$ cat config.mk
export PLATFORM = sky130hd
export DESIGN_NAME = gbe_udp_packetizer_flat
export DESIGN_NICKNAME = d
export VERILOG_FILES = /design/src/rtl/gbe_udp_packetizer_if.sv /design/src/rtl/gbe_udp_packetizer.sv /design/src/flat_wrapper.sv
export SDC_FILE = /design/constraint.sdc
export NUM_CORES = 1
export LEC_CHECK = 0
export CAP_MARGIN = 20
export CORE_MARGIN = 2
export CORE_UTILIZATION = 29
export CTS_BUF_LIST = sky130_fd_sc_hd__clkbuf_4 sky130_fd_sc_hd__clkbuf_8
export DETAILED_ROUTE_END_ITERATION = 16
export PLACE_DENSITY = 0.57
export REMOVE_ABC_BUFFERS = 1
export SYNTH_ARGS = -nofsm -noshare
export SYNTH_HDL_FRONTEND = slang
export SYNTH_SLANG_ARGS = --single-unit
$ cat constraint.sdc
create_clock -name app_clk -period 2.59 [get_ports app_clk]
set_clock_uncertainty 0.2 [all_clocks]
set_input_delay 0.3885 -clock app_clk [delete_from_list [all_inputs] [get_ports app_clk]]
set_output_delay 0.3885 -clock app_clk [all_outputs]
set_load 0.1 [all_outputs]
$ cat src/rtl/gbe_udp_packetizer_if.sv
// Application TX bus between the packetizer and the GbE UDP core.
// The master drives payload bytes and addressing; the core returns FIFO status.
interface gbe_udp_packetizer_if;
  logic [7:0]  app_tx_data;
  logic        app_tx_dvld;
  logic        app_tx_eof;
  logic [31:0] app_tx_destip;
  logic [15:0] app_tx_destport;
  logic        app_tx_afull;
  logic        app_tx_overflow;

  modport master (
    output app_tx_data, app_tx_dvld, app_tx_eof, app_tx_destip, app_tx_destport,
    input  app_tx_afull, app_tx_overflow
  );

  modport slave (
    input  app_tx_data, app_tx_dvld, app_tx_eof, app_tx_destip, app_tx_destport,
    output app_tx_afull, app_tx_overflow
  );
endinterface

$ cat src/rtl/gbe_udp_packetizer.sv
// Packs 32-bit samples into UDP payloads: 8-byte header (seq, word count)
// followed by N words, one byte per cycle, throttled by the core's afull.
module gbe_udp_packetizer #(
  parameter logic [31:0] DEFAULT_DESTIP   = 32'h0,
  parameter logic [15:0] DEFAULT_DESTPORT = 16'h0,
  parameter int unsigned MAX_WORDS        = 366
) (
  input  logic                         app_clk,
  input  logic                         app_rst_n,
  input  logic                         cfg_enable,
  input  logic [31:0]                  cfg_destip,
  input  logic [15:0]                  cfg_destport,
  input  logic [8:0]                   cfg_payload_words,
  input  logic [31:0]                  data_in,
  input  logic                         data_vld,
  output logic                         data_rdy,
  gbe_udp_packetizer_if.master         tx,
  output logic [31:0]                  pkt_cnt,
  output logic [15:0]                  ovf_cnt
);

  typedef enum logic [1:0] {S_IDLE, S_HDR, S_PAYLOAD, S_GAP} state_t;

  localparam logic [8:0] MAX_N = 9'(MAX_WORDS);

  state_t      r_state, w_state_nxt;
  logic [31:0] r_hold;
  logic        r_hold_full;
  logic        r_rdy_en;
  logic [31:0] r_seq;
  logic [8:0]  r_n;
  logic [8:0]  r_words_left;
  logic [2:0]  r_hdr_idx;
  logic [1:0]  r_byte_idx;
  logic        r_gap;
  logic [7:0]  r_tx_data;
  logic        r_tx_dvld;
  logic        r_tx_eof;
  logic [31:0] r_tx_destip;
  logic [15:0] r_tx_destport;
  logic [31:0] r_pkt_cnt;
  logic [15:0] r_ovf_cnt;

  logic        w_start, w_emit, w_eof, w_word_done, w_load, w_allow;
  logic [7:0]  w_byte;
  logic [8:0]  w_n_clamp;
  logic [63:0] w_hdr;
  logic [5:0]  w_hdr_sh;
  logic [4:0]  w_pay_sh;

  assign w_hdr    = {r_seq, 23'd0, r_n};
  assign w_hdr_sh = {~r_hdr_idx, 3'b000};
  assign w_pay_sh = {~r_byte_idx, 3'b000};

  always_comb begin
    w_n_clamp = cfg_payload_words;
    if (cfg_payload_words == 9'd0)
      w_n_clamp = 9'd1;
    else if (cfg_payload_words > MAX_N)
      w_n_clamp = MAX_N;
  end

  // The IDLE->HDR edge already emits header byte 0 so back-to-back packets
  // show exactly two idle bus cycles after eof (the two GAP cycles).
  always_comb begin
    w_state_nxt = r_state;
    w_start     = 1'b0;
    w_emit      = 1'b0;
    w_eof       = 1'b0;
    w_word_done = 1'b0;
    w_byte      = r_seq[31:24];
    case (r_state)
      S_IDLE: begin
        if (cfg_enable && r_hold_full) begin
          w_start     = 1'b1;
          w_emit      = !tx.app_tx_afull;
          w_state_nxt = S_HDR;
        end
      end
      S_HDR: begin
        w_emit = !tx.app_tx_afull;
        w_byte = w_hdr[w_hdr_sh +: 8];
        if (w_emit && r_hdr_idx == 3'd7)
          w_state_nxt = S_PAYLOAD;
      end
      S_PAYLOAD: begin
        w_emit      = !tx.app_tx_afull && r_hold_full;
        w_byte      = r_hold[w_pay_sh +: 8];
        w_word_done = w_emit && (r_byte_idx == 2'd3);
        if (w_word_done && r_words_left == 9'd1) begin
          w_eof       = 1'b1;
          w_state_nxt = S_GAP;
        end
      end
      S_GAP: begin
        if (r_gap)
          w_state_nxt = S_IDLE;
      end
      default: w_state_nxt = S_IDLE;
    endcase
  end

  always_comb begin
    w_allow  = r_rdy_en && (r_state != S_GAP) && !(r_state == S_IDLE && !cfg_enable);
    data_rdy = w_allow && (!r_hold_full || w_word_done);
    w_load   = data_vld && data_rdy;
  end

  always_ff @(posedge app_clk or negedge app_rst_n) begin
    if (!app_rst_n)
      r_state <= S_IDLE;
    else
      r_state <= w_state_nxt;
  end

  always_ff @(posedge app_clk or negedge app_rst_n) begin
    if (!app_rst_n) begin
      r_hold        <= '0;
      r_hold_full   <= 1'b0;
      r_rdy_en      <= 1'b0;
      r_seq         <= '0;
      r_n           <= 9'd1;
      r_words_left  <= 9'd1;
      r_hdr_idx     <= '0;
      r_byte_idx    <= '0;
      r_gap         <= 1'b0;
      r_tx_data     <= '0;
      r_tx_dvld     <= 1'b0;
      r_tx_eof      <= 1'b0;
      r_tx_destip   <= DEFAULT_DESTIP;
      r_tx_destport <= DEFAULT_DESTPORT;
      r_pkt_cnt     <= '0;
      r_ovf_cnt     <= '0;
    end else begin
      r_rdy_en <= 1'b1;

      if (w_load) begin
        r_hold      <= data_in;
        r_hold_full <= 1'b1;
      end else if (w_word_done) begin
        r_hold_full <= 1'b0;
      end

      if (w_start) begin
        r_tx_destip   <= cfg_destip;
        r_tx_destport <= cfg_destport;
        r_n           <= w_n_clamp;
        r_words_left  <= w_n_clamp;
        r_hdr_idx     <= w_emit ? 3'd1 : 3'd0;
        r_byte_idx    <= '0;
      end else if (r_state == S_HDR && w_emit) begin
        r_hdr_idx <= r_hdr_idx + 3'd1;
      end

      if (r_state == S_PAYLOAD && w_emit) begin
        r_byte_idx <= r_byte_idx + 2'd1;
        if (w_word_done)
          r_words_left <= r_words_left - 9'd1;
      end

      r_gap <= (r_state == S_GAP) ? ~r_gap : 1'b0;

      r_tx_dvld <= w_emit;
      r_tx_eof  <= w_eof;
      if (w_emit)
        r_tx_data <= w_byte;

      if (w_eof) begin
        r_seq     <= r_seq + 32'd1;
        r_pkt_cnt <= r_pkt_cnt + 32'd1;
      end

      if (tx.app_tx_overflow && r_ovf_cnt != 16'hFFFF)
        r_ovf_cnt <= r_ovf_cnt + 16'd1;
    end
  end

  assign tx.app_tx_data     = r_tx_data;
  assign tx.app_tx_dvld     = r_tx_dvld;
  assign tx.app_tx_eof      = r_tx_eof;
  assign tx.app_tx_destip   = r_tx_destip;
  assign tx.app_tx_destport = r_tx_destport;
  assign pkt_cnt            = r_pkt_cnt;
  assign ovf_cnt            = r_ovf_cnt;

endmodule

$ cat src/flat_wrapper.sv
// flat-port wrapper written by rule: the top's interface ports become plain ports
module gbe_udp_packetizer_flat 
#(
  parameter logic [31:0] DEFAULT_DESTIP   = 32'h0,
  parameter logic [15:0] DEFAULT_DESTPORT = 16'h0,
  parameter int unsigned MAX_WORDS        = 366
)
  (app_clk, app_rst_n, cfg_enable, cfg_destip, cfg_destport, cfg_payload_words, data_in, data_vld, data_rdy, pkt_cnt, ovf_cnt, tx_app_tx_data, tx_app_tx_dvld, tx_app_tx_eof, tx_app_tx_destip, tx_app_tx_destport, tx_app_tx_afull, tx_app_tx_overflow);
  gbe_udp_packetizer_if tx_i ();
  input  logic app_clk;
  input  logic app_rst_n;
  input  logic cfg_enable;
  input  logic [31:0] cfg_destip;
  input  logic [15:0] cfg_destport;
  input  logic [8:0] cfg_payload_words;
  input  logic [31:0] data_in;
  input  logic data_vld;
  output logic data_rdy;
  output logic [31:0] pkt_cnt;
  output logic [15:0] ovf_cnt;
  output wire logic [$bits(tx_i.app_tx_data)-1:0] tx_app_tx_data;
  output wire logic [$bits(tx_i.app_tx_dvld)-1:0] tx_app_tx_dvld;
  output wire logic [$bits(tx_i.app_tx_eof)-1:0] tx_app_tx_eof;
  output wire logic [$bits(tx_i.app_tx_destip)-1:0] tx_app_tx_destip;
  output wire logic [$bits(tx_i.app_tx_destport)-1:0] tx_app_tx_destport;
  input wire logic [$bits(tx_i.app_tx_afull)-1:0] tx_app_tx_afull;
  input wire logic [$bits(tx_i.app_tx_overflow)-1:0] tx_app_tx_overflow;
  assign tx_app_tx_data = tx_i.app_tx_data;
  assign tx_app_tx_dvld = tx_i.app_tx_dvld;
  assign tx_app_tx_eof = tx_i.app_tx_eof;
  assign tx_app_tx_destip = tx_i.app_tx_destip;
  assign tx_app_tx_destport = tx_i.app_tx_destport;
  assign tx_i.app_tx_afull = tx_app_tx_afull;
  assign tx_i.app_tx_overflow = tx_app_tx_overflow;
  gbe_udp_packetizer #(.DEFAULT_DESTIP(DEFAULT_DESTIP), .DEFAULT_DESTPORT(DEFAULT_DESTPORT), .MAX_WORDS(MAX_WORDS)) u_core (.app_clk(app_clk), .app_rst_n(app_rst_n), .cfg_enable(cfg_enable), .cfg_destip(cfg_destip), .cfg_destport(cfg_destport), .cfg_payload_words(cfg_payload_words), .data_in(data_in), .data_vld(data_vld), .data_rdy(data_rdy), .tx(tx_i), .pkt_cnt(pkt_cnt), .ovf_cnt(ovf_cnt));
endmodule
==> parameters.txt, run 1 <==
Parameter                              Value

Floorplan
  Vertical extent of the die ... ~180 um
  Die ar. ... 32900 sq um
  Number of cell rows ... 64
  Initial cell density of the core ... 29.7%
  Die W ... 181 um
  I/O Pins ... 202
  Area of the core region ... between 30000 and 40000 sq um

Power
  Overall power after layout ... 0.0138 W
  Fraction of power spent switching nets ... 50.7%
  Proportion of power drawn by the clock network ... 15.4%
  Seq pwr share ... 33.3%
  Net load switching power ... 0.00698 W
  Total power density per cell area ... 1140 nW/um^2
  Standby leakage power ... 5.65 nW
  Cell internal pwr ... just under 0.007 W
  Gate power share ... 51.3%
  Peak supply drop ... 0.922 mV

Synth
  Share of synthesized registers carrying an async set or reset ... 100%
  Number of register bits inferred by synthesis ... ~200
  Proportion of synthesized area in mux cells ... 7.51%
  Biggest area contributors in the synthesized netlist ... sky130_fd_sc_hd__dfrtp_1 (54%), sky130_fd_sc_hd__nand2_1 (9.5%), sky130_fd_sc_hd__mux2_2 (4.9%), sky130_fd_sc_hd__xnor2_1 (4.3%), sky130_fd_sc_hd__xor2_1 (2.6%)
  Mean post-synth cell area ... between 10 and 15 sq um
  Share of the synthesized area in the top cell type ... between 50% and 60%
  Adder-cell share of the synthesized area ... 1.65%
  Largest area contributor in the netlist ... sky130_fd_sc_hd__dfrtp_1
  Count of warnings emitted by yosys ... 0
  Cell count after synthesis ... 883
  Main synth FF type ... sky130_fd_sc_hd__dfrtp_1
  Count of flip-flops with a built-in enable after synthesis ... 0
  Synth Area in XOR/XNOR ... 6.92%
  Compound-gate portion of the synthesized area ... 6.45%
  Synthesized-area fraction occupied by and/or/nand/nor cells ... 20.8%
  Dominant combinational cell family by area after synthesis ... simple AND/OR/NAND/NOR gates
  Netlist area before placement ... 9120 sq um
  Sequential cell area fraction in the yosys report ... between 50% and 60%
  Number of different library cells in the post-synthesis netlist ... 65

Cells and area
  Ratio of cells with drive above 1 in the final layout ... approximately 22%
  Area added between synthesis and finish ... 32.4%
  Leading cell types in the layout, fill and taps excluded ... sky130_fd_sc_hd__nand2_1 (228), sky130_fd_sc_hd__dfrtp_1 (196), sky130_fd_sc_hd__buf_4 (142)
  Area taken by flip-flops and latches ... a little under 5000 sq um
  Number of nets in the final layout ... 1217
  Filler Cells Inserted ... 3094
  Leading cell type in the layout, fill and taps excluded ... sky130_fd_sc_hd__nand2_1
  Total area of multi-input combinational cells ... around 4000 sq um

Global route
  Remaining global-route overflow ... 0
  First-pass GRT wire length ... just under 40 mm
  Vias in the first global route ... around 7200
  Number of antenna violations at the first check in global routing ... 1
  Maximum number of pins on one net before global-route repair ... between 60 and 70
  Overall track demand over capacity in global routing ... 14.6%

Detailed routing
  DRC violation total after the first TritonRoute iteration ... about 360
  WL final ... 23.3 mm
  WL/cell ... 15.3 um
  DRC errors left ... 0
  Number of antenna-violating nets in the routed design ... 0
  Routed vias/inst ... 4.67
  Total via count in the routed design ... between 7000 and 8000
  Total iterations of the first detailed-routing run ... 6

Timing
  Fin crit period ... 2500 ps
  Number of max-slew violations in the final report ... 0
  Post-route worst setup slack ... 89.0 ps
  Number of setup violations in the final report ... 0
  Achievable Freq ... 400 MHz
  Number of endpoints with negative hold slack in the final report ... 0
  Relative max-transition margin ... 61.7%
  Unrepaired setup endpoints after global routing ... yes
  Worst slew pin tran ... 575 ps
  Final critical-path share of the clock period ... 96.6%

Critical path
  Cell with the most instances on the worst path ... sky130_fd_sc_hd__buf_6
  Critical path buffer and inverter count ... 4
  Data required time of the worst path ... 2000 ps
  Sequence of cells on the critical path ... inv_2, ha_4, buf_6, nand2_4, o21ai_2, and4b_1, buf_6, buf_12
  Data arrival time of the critical path ... 1910 ps
  CP delay by family, top ... buffers and inverters
  Critical path's slowest cell ... sky130_fd_sc_hd__dfrtp_1
  Crit end category ... primary output
  Setup Crit Path Kind ... reg2out
  Crit path largest cell delay ... 400 ps
  CP max FO ... 2
  Critical Path Start Type ... flop

Clock tree
  Clock transition time at the flip-flop clock pins of the worst setup and hold paths ... 100 ps
  Clock root cell ... sky130_fd_sc_hd__clkbuf_8
  Deepest clock path buffer count ... 2
  Cts bufs inserted ... 17
  Clk sink count ... 198
  Max H-tree Level ... 4
  CTS tree ... done
  Clock latency on the worst-skew pair ... 480 ps

Placed design
  Pre-CTS WS ... -183 ps
  Total of buffers placed on input and output ports ... 201
  RePlAce Congestion ... 0.807
  Sum of net half-perimeters after detailed placement ... 17.2 mm

Status
  Status ... complete, no violations

Worst hold path
  Type of the tightest min-delay check ... reg2reg

Run
  Number of max-cap violations ... 0
-- cell type report --
class | instances | area share, %
flip-flops and latches | 198 | 41.1
multi-input cells | 633 | 33.1
repair buffers | 244 | 17.8
well taps | 396 | 4.10
clock buffers | 18 | 2.05
clock inverters | 14 | 1.45
inverters | 16 | 0.497
diodes | 1 | 0.0207
-- metal layers --
metal	track usage (%)	share of wire (%)	wire, um	vias up
li1	-	-	-	3500
met1	19.2	45	10600	3437
met2	24.2	48	11200	150
met3	4.31	5.9	1380	12
met4	2.57	0.58	134	0
met5	0	0	0	-
-- power by group through the flow --
| stage | sequential, W | combinational, W | clock, W |
|---|---|---|---|
| 3_3_place_gp | 0.00462 | 0.00702 | 0 |
| 2_1_floorplan | 0.00786 | 0.00191 | 0 |
| 4_1_cts | 0.00460 | 0.00711 | 0.00223 |
| 5_1_grt | 0.00473 | 0.00750 | 0.00236 |
| 3_5_place_dp | 0.00464 | 0.00707 | 0 |
| 6_report | 0.00459 | 0.00706 | 0.00212 |
-- metrics by stage --
step	area (sq um)	instances	util, %	hold slack [ps]	setup TNS, ps
finish	12100	1520	39.3	212	0
global route	12100	1519	39.3	180	-8.56
CTS	12000	1518	39.2	176	0
detailed placement	11600	1484	37.7	205	-4900
global placement	11600	1484	37.7	202	-4300
floorplan	8970	847	-	-107	-45040
-- state kept, by name, indices dropped and copies added (netlist names) --
| register | flops |
|---|---|
| u_core.tx.app_tx_eof | 1 |
| u_core.r_n | 9 |
| u_core.r_hold_full | 1 |
| u_core.tx.app_tx_destport | 16 |
| u_core.tx.app_tx_destip | 32 |
| u_core.r_byte_idx | 2 |
| u_core.r_state | 2 |
| u_core.ovf_cnt | 16 |
| u_core.r_hdr_idx | 3 |
| u_core.pkt_cnt | 32 |
| u_core.r_gap | 1 |
| u_core.r_rdy_en | 1 |
| u_core.tx.app_tx_data | 8 |
| u_core.r_words_left | 9 |
| u_core.tx.app_tx_dvld | 1 |
| u_core.r_seq | 32 |
| u_core.r_hold | 32 |
-- path summary, 6_finish.rpt --
path | from | end | slack [ps] | depth (start not counted)
setup / recovery | u_core.r_state[0]$_DFFE_PN0P_ | data_rdy | 90 | 8
hold / removal | u_core.r_gap$_DFF_PN0_ | u_core.r_gap$_DFF_PN0_ | 210 | 1
setup reg to reg | u_core.r_state[0]$_DFFE_PN0P_ | u_core.r_seq[22]$_DFFE_PN0P_ | 180 | 8
hold reg to reg | u_core.r_gap$_DFF_PN0_ | u_core.r_gap$_DFF_PN0_ | 210 | 1
max in group asynchronous | app_rst_n | u_core.r_words_left[0]$_DFF_PN1_ | 1180 | 3
min in group asynchronous | app_rst_n | u_core.pkt_cnt[8]$_DFFE_PN0P_ | 280 | 2
-- synth_stat cells, drive strengths merged (7+ instances only) --
cell type and number:
ha 12, and3 14, nor2 44, nor3 19, mux4 9, nand2 231
o221ai 7, dfrtp 196, nand4 22, inv 16, nor4 14, buf 15
xnor2 45, a21oi 17, mux2 41, nand3 32, clkbuf 21, o21ai 28
xor2 27
-- worst register-to-register path: stages, from the launching register on --
cell and delay (ps):
sky130_fd_sc_hd__dfrtp_1 400, sky130_fd_sc_hd__inv_2 90, sky130_fd_sc_hd__ha_4 150, sky130_fd_sc_hd__or4b_1 470
sky130_fd_sc_hd__buf_4 190, sky130_fd_sc_hd__nor3_4 220, sky130_fd_sc_hd__and3_2 290, sky130_fd_sc_hd__and3_1 180
sky130_fd_sc_hd__xor2_1 160
-- what timing repair did --
item	in CTS	in global routing
hold buffers	1	0
resized for setup	6	8
pin swaps	2	5
setup endpoints to repair	1	17
hold endpoints to repair	61	0
buffers inserted	1	1
-- cells by family (layout without fill, tap and decap cells) --
| kind of cell | after synthesis | after routing |
|---|---|---|
| other | 1 | 2 |
| adders and majority gates | 12 | 12 |
| and+or+nand+nor | 407 | 407 |
| AOI/OAI and AO/OA | 89 | 89 |
| DFF | 198 | 198 |
| xor gates and xnor gates | 72 | 72 |
| muxes | 52 | 52 |
| buffers and inverters | 52 | 292 |
Power figures use the tool's default switching activity.
==> run 2: changes to the inputs <==
Settings changed: TNS_END_PERCENT from default to 1.
==> run 2 against run 1 <==
  * Clock power hardly changed
  * Via count hardly changed
  * Largest cell class unchanged
  * Setup slack lost 19 ps
  * Core utilization decreased by 0.085 points
  * Power shrank 0.13%
  * Sequential power hardly changed
  * Highest routed layer unchanged
==> parameters.txt, run 2 (synthesized netlist as in run 1, its figures left out) <==
Parameter                              Value

Timing
  Worst slew pin tran ... 576 ps
  Number of max-slew violations in the final report ... 0
  Achievable Freq ... between 300 and 400 MHz
  Number of endpoints with negative hold slack in the final report ... 0
  Unrepaired setup endpoints after global routing ... yes
  Final TNS setup ... 0 ps
  Relative max-transition margin ... 61.6%
  Final critical-path share of the clock period ... a little under 100%
  Number of setup violations in the final report ... 0
  Fin crit period ... 2520 ps

Critical path
  Data arrival time of the critical path ... 1930 ps
  Crit end category ... primary output
  CP max FO ... 2
  Crit path largest cell delay ... 400 ps
  Reg2Reg Depth ... 8
  Data required time of the worst path ... 2000 ps
  Setup Crit Path Kind ... reg2out
  Critical Path Start Type ... flop
  Critical path's slowest cell ... sky130_fd_sc_hd__dfrtp_1
  Sequence of cells on the critical path ... inv_2, ha_4, buf_6, nand2_1, o21ai_2, and4b_1, buf_4, buf_12

Placed design
  Sum of net half-perimeters after detailed placement ... 17.2 mm
  RePlAce Congestion ... between 0.8 and 0.9
  Total of buffers placed on input and output ports ... 201

Detailed routing
  Number of antenna-violating nets in the routed design ... 0
  DRC errors left ... 0
  Total iterations of the first detailed-routing run ... 4
  WL final ... 23.3 mm
  DRC violation total after the first TritonRoute iteration ... about 330
  Total via count in the routed design ... around 7100
  WL/cell ... ~15 um
  Routed vias/inst ... 4.67

Power
  Standby leakage power ... 5.62 nW
  Total power density per cell area ... 1140 nW/um^2
  Peak supply drop ... approximately 0.92 mV
  Overall power after layout ... around 0.014 W

Cells and area
  Area added between synthesis and finish ... 32.1%
  Number of nets in the final layout ... 1216
  Leading cell types in the layout, fill and taps excluded ... sky130_fd_sc_hd__nand2_1 (230), sky130_fd_sc_hd__dfrtp_1 (196), sky130_fd_sc_hd__buf_4 (142)
  Leading cell type in the layout, fill and taps excluded ... sky130_fd_sc_hd__nand2_1
  Ratio of cells with drive above 1 in the final layout ... 22.1%

Global route
  Remaining global-route overflow ... 0
  Overall track demand over capacity in global routing ... between 10% and 20%
  Maximum number of pins on one net before global-route repair ... between 60 and 70
  Number of antenna violations at the first check in global routing ... 1
  First-pass GRT wire length ... approximately 40 mm
  Vias in the first global route ... 7227

Run
  Number of max-cap violations ... 0

Floorplan
  I/O Pins ... 202
  Initial cell density of the core ... 29.7%
  Number of cell rows ... 64
  Die ar. ... roughly 33000 sq um
  Die W ... 181 um
  Area of the core region ... between 30000 and 40000 sq um
  Vertical extent of the die ... 181 um

Status
  Status ... complete, no violations

Clock tree
  Max H-tree Level ... 4
  Clock root cell ... sky130_fd_sc_hd__clkbuf_8
  Clock latency on the worst-skew pair ... 480 ps
  Deepest clock path buffer count ... 2
  Clock transition time at the flip-flop clock pins of the worst setup and hold paths ... 100 ps
  Clk sink count ... around 200
  Cts bufs inserted ... 17
  CTS tree ... done

Worst hold path
  Type of the tightest min-delay check ... reg2reg
  Cell depth of the worst hold path ... 1
[run 2: cell types whose count changed in the layout (fill, tap and decap cells not counted)]
cell,delta
sky130_fd_sc_hd__buf_6,-1
sky130_fd_sc_hd__nand2_1,+2
sky130_fd_sc_hd__nand2_4,-2
[run 2: report_power, final]
| group | internal [W] | switching (W) | leakage (nW) |
|---|---|---|---|
| sequential | 0.00399 | 0.000594 | 2.53 |
| combinational | 0.00193 | 0.00511 | 2.88 |
| clock | 0.000857 | 0.00127 | 0.213 |
| total | 0.00678 | 0.00697 | 5.62 |
[run 2: per-layer routing]
metal	global-route usage [%]	vias to the layer above	share of wire (%)	wire, um
met1	19.2	3432	45	10600
met3	4.31	12	6.0	1400
met2	24.2	156	48	11200
li1	-	3496	-	-
met5	0	-	0	0
met4	2.57	0	0.58	134
[run 2: path summary, 6_finish.rpt]
kind | slack (ps) | startpoint | to
worst max-delay path | 70 | u_core.r_state[0]$_DFFE_PN0P_ | data_rdy
worst min register to register | 210 | u_core.r_gap$_DFF_PN0_ | u_core.r_gap$_DFF_PN0_
worst min-delay path | 210 | u_core.r_gap$_DFF_PN0_ | u_core.r_gap$_DFF_PN0_
worst max register to register | 120 | u_core.r_state[0]$_DFFE_PN0P_ | u_core.r_seq[22]$_DFFE_PN0P_
max in group asynchronous | 1180 | app_rst_n | u_core.r_words_left[0]$_DFF_PN1_
min in group asynchronous | 280 | app_rst_n | u_core.pkt_cnt[8]$_DFFE_PN0P_
[run 2: through the flow]
stage	setup slack, ps	hold WS (ps)	cell area, sq um	util (%)	instances
3_3_place_gp	-175	202	11600	37.7	1484
6_report	70.2	212	12000	39.2	1519
2_1_floorplan	-1070	-107	8970	-	847
3_5_place_dp	-183	205	11600	37.7	1484
5_1_grt	-54.3	180	12000	39.2	1518
4_1_cts	30.6	176	12000	39.2	1518
[run 2: cell type report]
type,count,area (sq um)
fillers,3098,18700
flip-flops and latches,198,4960
multi-input cells,633,3980
repair buffers,243,2130
well taps,396,495
clock buffers,18,248
clock inverters,14,175
inverters,16,60.1
diodes,1,2.50
[run 2: critical path, delay by kind of cell (launching register included)]
family | cells | cell delay, ps
flip-flops | 1 | 400
AO/OA/AOI/OAI | 1 | 150
buffers and inverters | 4 | 480
adder cells (fa/ha/maj) | 1 | 150
AND/OR/NAND/NOR | 2 | 280
[run 2: what timing repair did]
item | CTS | global route
hold buffers | 1 | 0
gates cloned | 0 | 0
resized for setup | 6 | 3
setup endpoints to repair | 1 | 17
pin swaps | 2 | 1
endpoints found under the hold margin | 61 | 0
buffers inserted | 1 | 0
==> RTL edit (flow settings as in run 1) <==
`MAX_WORDS` is set to 366 in 2 places; all go to 183.
--- a/src/rtl/gbe_udp_packetizer.sv
+++ b/src/rtl/gbe_udp_packetizer.sv
@@ -3,7 +3,7 @@
 module gbe_udp_packetizer #(
   parameter logic [31:0] DEFAULT_DESTIP   = 32'h0,
   parameter logic [15:0] DEFAULT_DESTPORT = 16'h0,
-  parameter int unsigned MAX_WORDS        = 366
+  parameter int unsigned MAX_WORDS        = 183
 ) (
   input  logic                         app_clk,
   input  logic                         app_rst_n,
--- a/src/flat_wrapper.sv
+++ b/src/flat_wrapper.sv
@@ -3,7 +3,7 @@
 #(
   parameter logic [31:0] DEFAULT_DESTIP   = 32'h0,
   parameter logic [15:0] DEFAULT_DESTPORT = 16'h0,
-  parameter int unsigned MAX_WORDS        = 366
+  parameter int unsigned MAX_WORDS        = 183
 )
   (app_clk, app_rst_n, cfg_enable, cfg_destip, cfg_destport, cfg_payload_words, data_in, data_vld, data_rdy, pkt_cnt, ovf_cnt, tx_app_tx_data, tx_app_tx_dvld, tx_app_tx_eof, tx_app_tx_destip, tx_app_tx_destport, tx_app_tx_afull, tx_app_tx_overflow);
   gbe_udp_packetizer_if tx_i ();
Check against the original RTL: not equivalent (a bounded check fails within 10 cycles, from zero or initial values and one cycle with app_rst_n low).
==> RTL edit against run 1 <==
- via count is 5.3% higher
- power is 2.2% higher
- die area is 3.2% higher
- largest cell class unchanged
- wire length is 6.1% higher
- design area is 2.0% higher
- worst setup slack worse by 0.076 ns
- largest power group unchanged
- count of clock-buffer cells in the layout is 1 lower
- area after synthesis is 3.3% higher
- non-clock buffer count is 9 lower
- highest routed layer is now met5
- sequential cell count stayed put
- critical endpoint unchanged
==> RTL edit: results (changes against run 1) <==
* First-pass iteration count of the detailed router: 4 (-2)
* Max layer used: met5
* Fraction of registers with async set/reset: 100% (unchanged)
* TritonCTS Buffers: 17 (unchanged)
- Count of port buffers added during placement: 201 (unchanged)
* Total placed cells including tap cells: 1539 (+3.7%)
- Met3 wire len: 1770 um (+29%)
- The worst register-to-register path begins at u_core.r_state[1].
* Count of non-filler cells in the finished layout: 1578 (+3.8%)
- The fraction of final layout cells sized beyond drive strength 1 came to 20.6% (-1.8 points).
* Peak fanout along the critical path: 4 (+2)
- Estimated wirelength of the detail-placed design: 17500 um (+1.7%)
* Met1 Wirelength: 11600 um (+9.2%)
* All-layer global routing usage: 15.0% (+0.34 points)
* Clock Latency Late Sink: 0.50 ns (+0.02 ns)
* Buffer type at the clock tree root: clkbuf_8
- Worst slack on hold paths: 0.180 ns (-0.0318 ns)
- Vias in the first global route: 7508 (+3.9%)
* Routed wire length on met2: 11000 um (-1.3%)
- Final net count: 1235 (+1.5%)
- The worst setup path is of the flop to primary output kind.
* Number of violations reported at the end of detailed-routing iteration 0: 357 (+0.28%)
- The worst register-to-register path ends at u_core.r_hold[2].
- The proportion of synthesized chip area in sequential cells came to 52.6% (-1.7 points).
* Max H-tree Level: 4 (unchanged)
* Number of warnings printed during yosys synthesis: 0 (unchanged)
- Met1 demand-to-capacity share in global routing: 20.2% (+1.0 points)
- Ranked by instance count, the synthesized netlist is headed by nand2_1 (208), dfrtp_1 (196), xor2_1 (54).
* Placed Instance Area: 0.0118 sq mm (+2.0%)
- Clock transition at the registers of the reported paths: 0.12 ns (+0.02 ns)
* Global-route wire length before repair: 40200 um (+3.4%)
* Setup WS pre-CTS: -0.0201 ns (+0.163 ns)
* Met3 usage in global routing: 4.41% (+0.093 points)
- Initial antenna violation count: 3 (+2)
* Met2 demand-to-capacity share in global routing: 23.0% (-1.2 points)
- Leading cell types by total area after synthesis: dfrtp_1 (52%), nand2_1 (8.3%), xor2_1 (5.0%)
* Peak supply drop: 0.891 mV (-3.4%)
- Run status: finished, final reports clean
* Classification of the worst-slack hold path: primary input to async pin
- Slew headroom: 62.1% (+0.47 points)
- Cell depth of the worst flop-to-flop path: 7 (-1)
- The most used flip-flop cell after synthesis is dfrtp_1.
- Largest net degree at the start of global routing: 69 (+4.5%)
- The average footprint of a synthesized cell was 10.2 sq um (-0.98%).
* Register-to-register setup slack: 0.28 ns (+0.10 ns)
- Largest buffer count on any clock path: 2 (unchanged)
* Worst path arrival time: 1.99 ns (+0.08 ns)
* Detailed-route vias per instance: 4.74 (+1.4%)
* Synth cell types: 64 (-1.5%)
- The total routed wirelength came to 24700 um (+6.1%).
- The leakage power of the design is 5.79 nW (+2.4%).
- The final weighted congestion in routability-driven placement is 0.798 (-1.0%).
## RTL edit: cell count changes in the layout (fill, tap and decap cells not counted), moves of 19 or more
cell and change:
nand2_1 -20, xor2_1 +27, xnor2_1 -26, nor3_1 +19
mux2i_1 +25
## RTL edit: kinds of logic (layout without fill, tap and decap cells)
logic type               after synthesis  count (layout)  synth area share, %
other                                  1               3               0.0398
multiplexers                          62              62                 7.18
XOR/XNOR                              73              73                 6.79
AND/OR/NAND/NOR                      404             404                 20.7
adder cells (fa/ha/maj)               12              12                 1.59
buffers and inverters                 69             289                 2.99
AO/OA/AOI/OAI                        102             102                 8.04
flip-flops                           198             198                 52.6
## RTL edit: worst max-delay path, stage by stage (launching register included)
cell and delay (ns):
dfrtp_1 0.44, inv_2 0.08, ha_4 0.16, nor2b_2 0.16
a2111oi_4 0.32, buf_4 0.17, buf_12 0.16
## RTL edit: worst max path at each step
stage	end	depth (start not counted)	slack [ns]
after floorplan	u_core.r_hold[0]	5	-2.51
after global placement	u_core.r_hold[29]	6	0.02
after detailed placement	u_core.r_hold[0]	6	-0.02
after CTS	data_rdy	6	-0.04
after global routing	data_rdy	6	-0.12
final	data_rdy	6	0.01
## RTL edit: power by group
| group | internal, mW | switching (mW) | total (mW) |
|---|---|---|---|
| registers | 3.98 | 0.635 | 4.62 |
| clock network | 0.824 | 1.28 | 2.10 |
| logic | 2.07 | 5.29 | 7.36 |
## RTL edit: timing repair
item	CTS	global route
endpoints found under the hold margin	51	0
hold buffers	1	0
pin swaps	2	0
buffers inserted	4	0
resized for setup	10	0
setup endpoints to repair	1	1
## RTL edit: layout make-up
type                       count  area [sq um]
fill                        3117         19500
sequential                   198          4960
multi-input combinational    654          4230
timing repair buffer         235          2080
tap                          435           544
clock buffer                  17           234
clock inverter                15           179
inverter                      22          82.6
antenna                        2          5.00
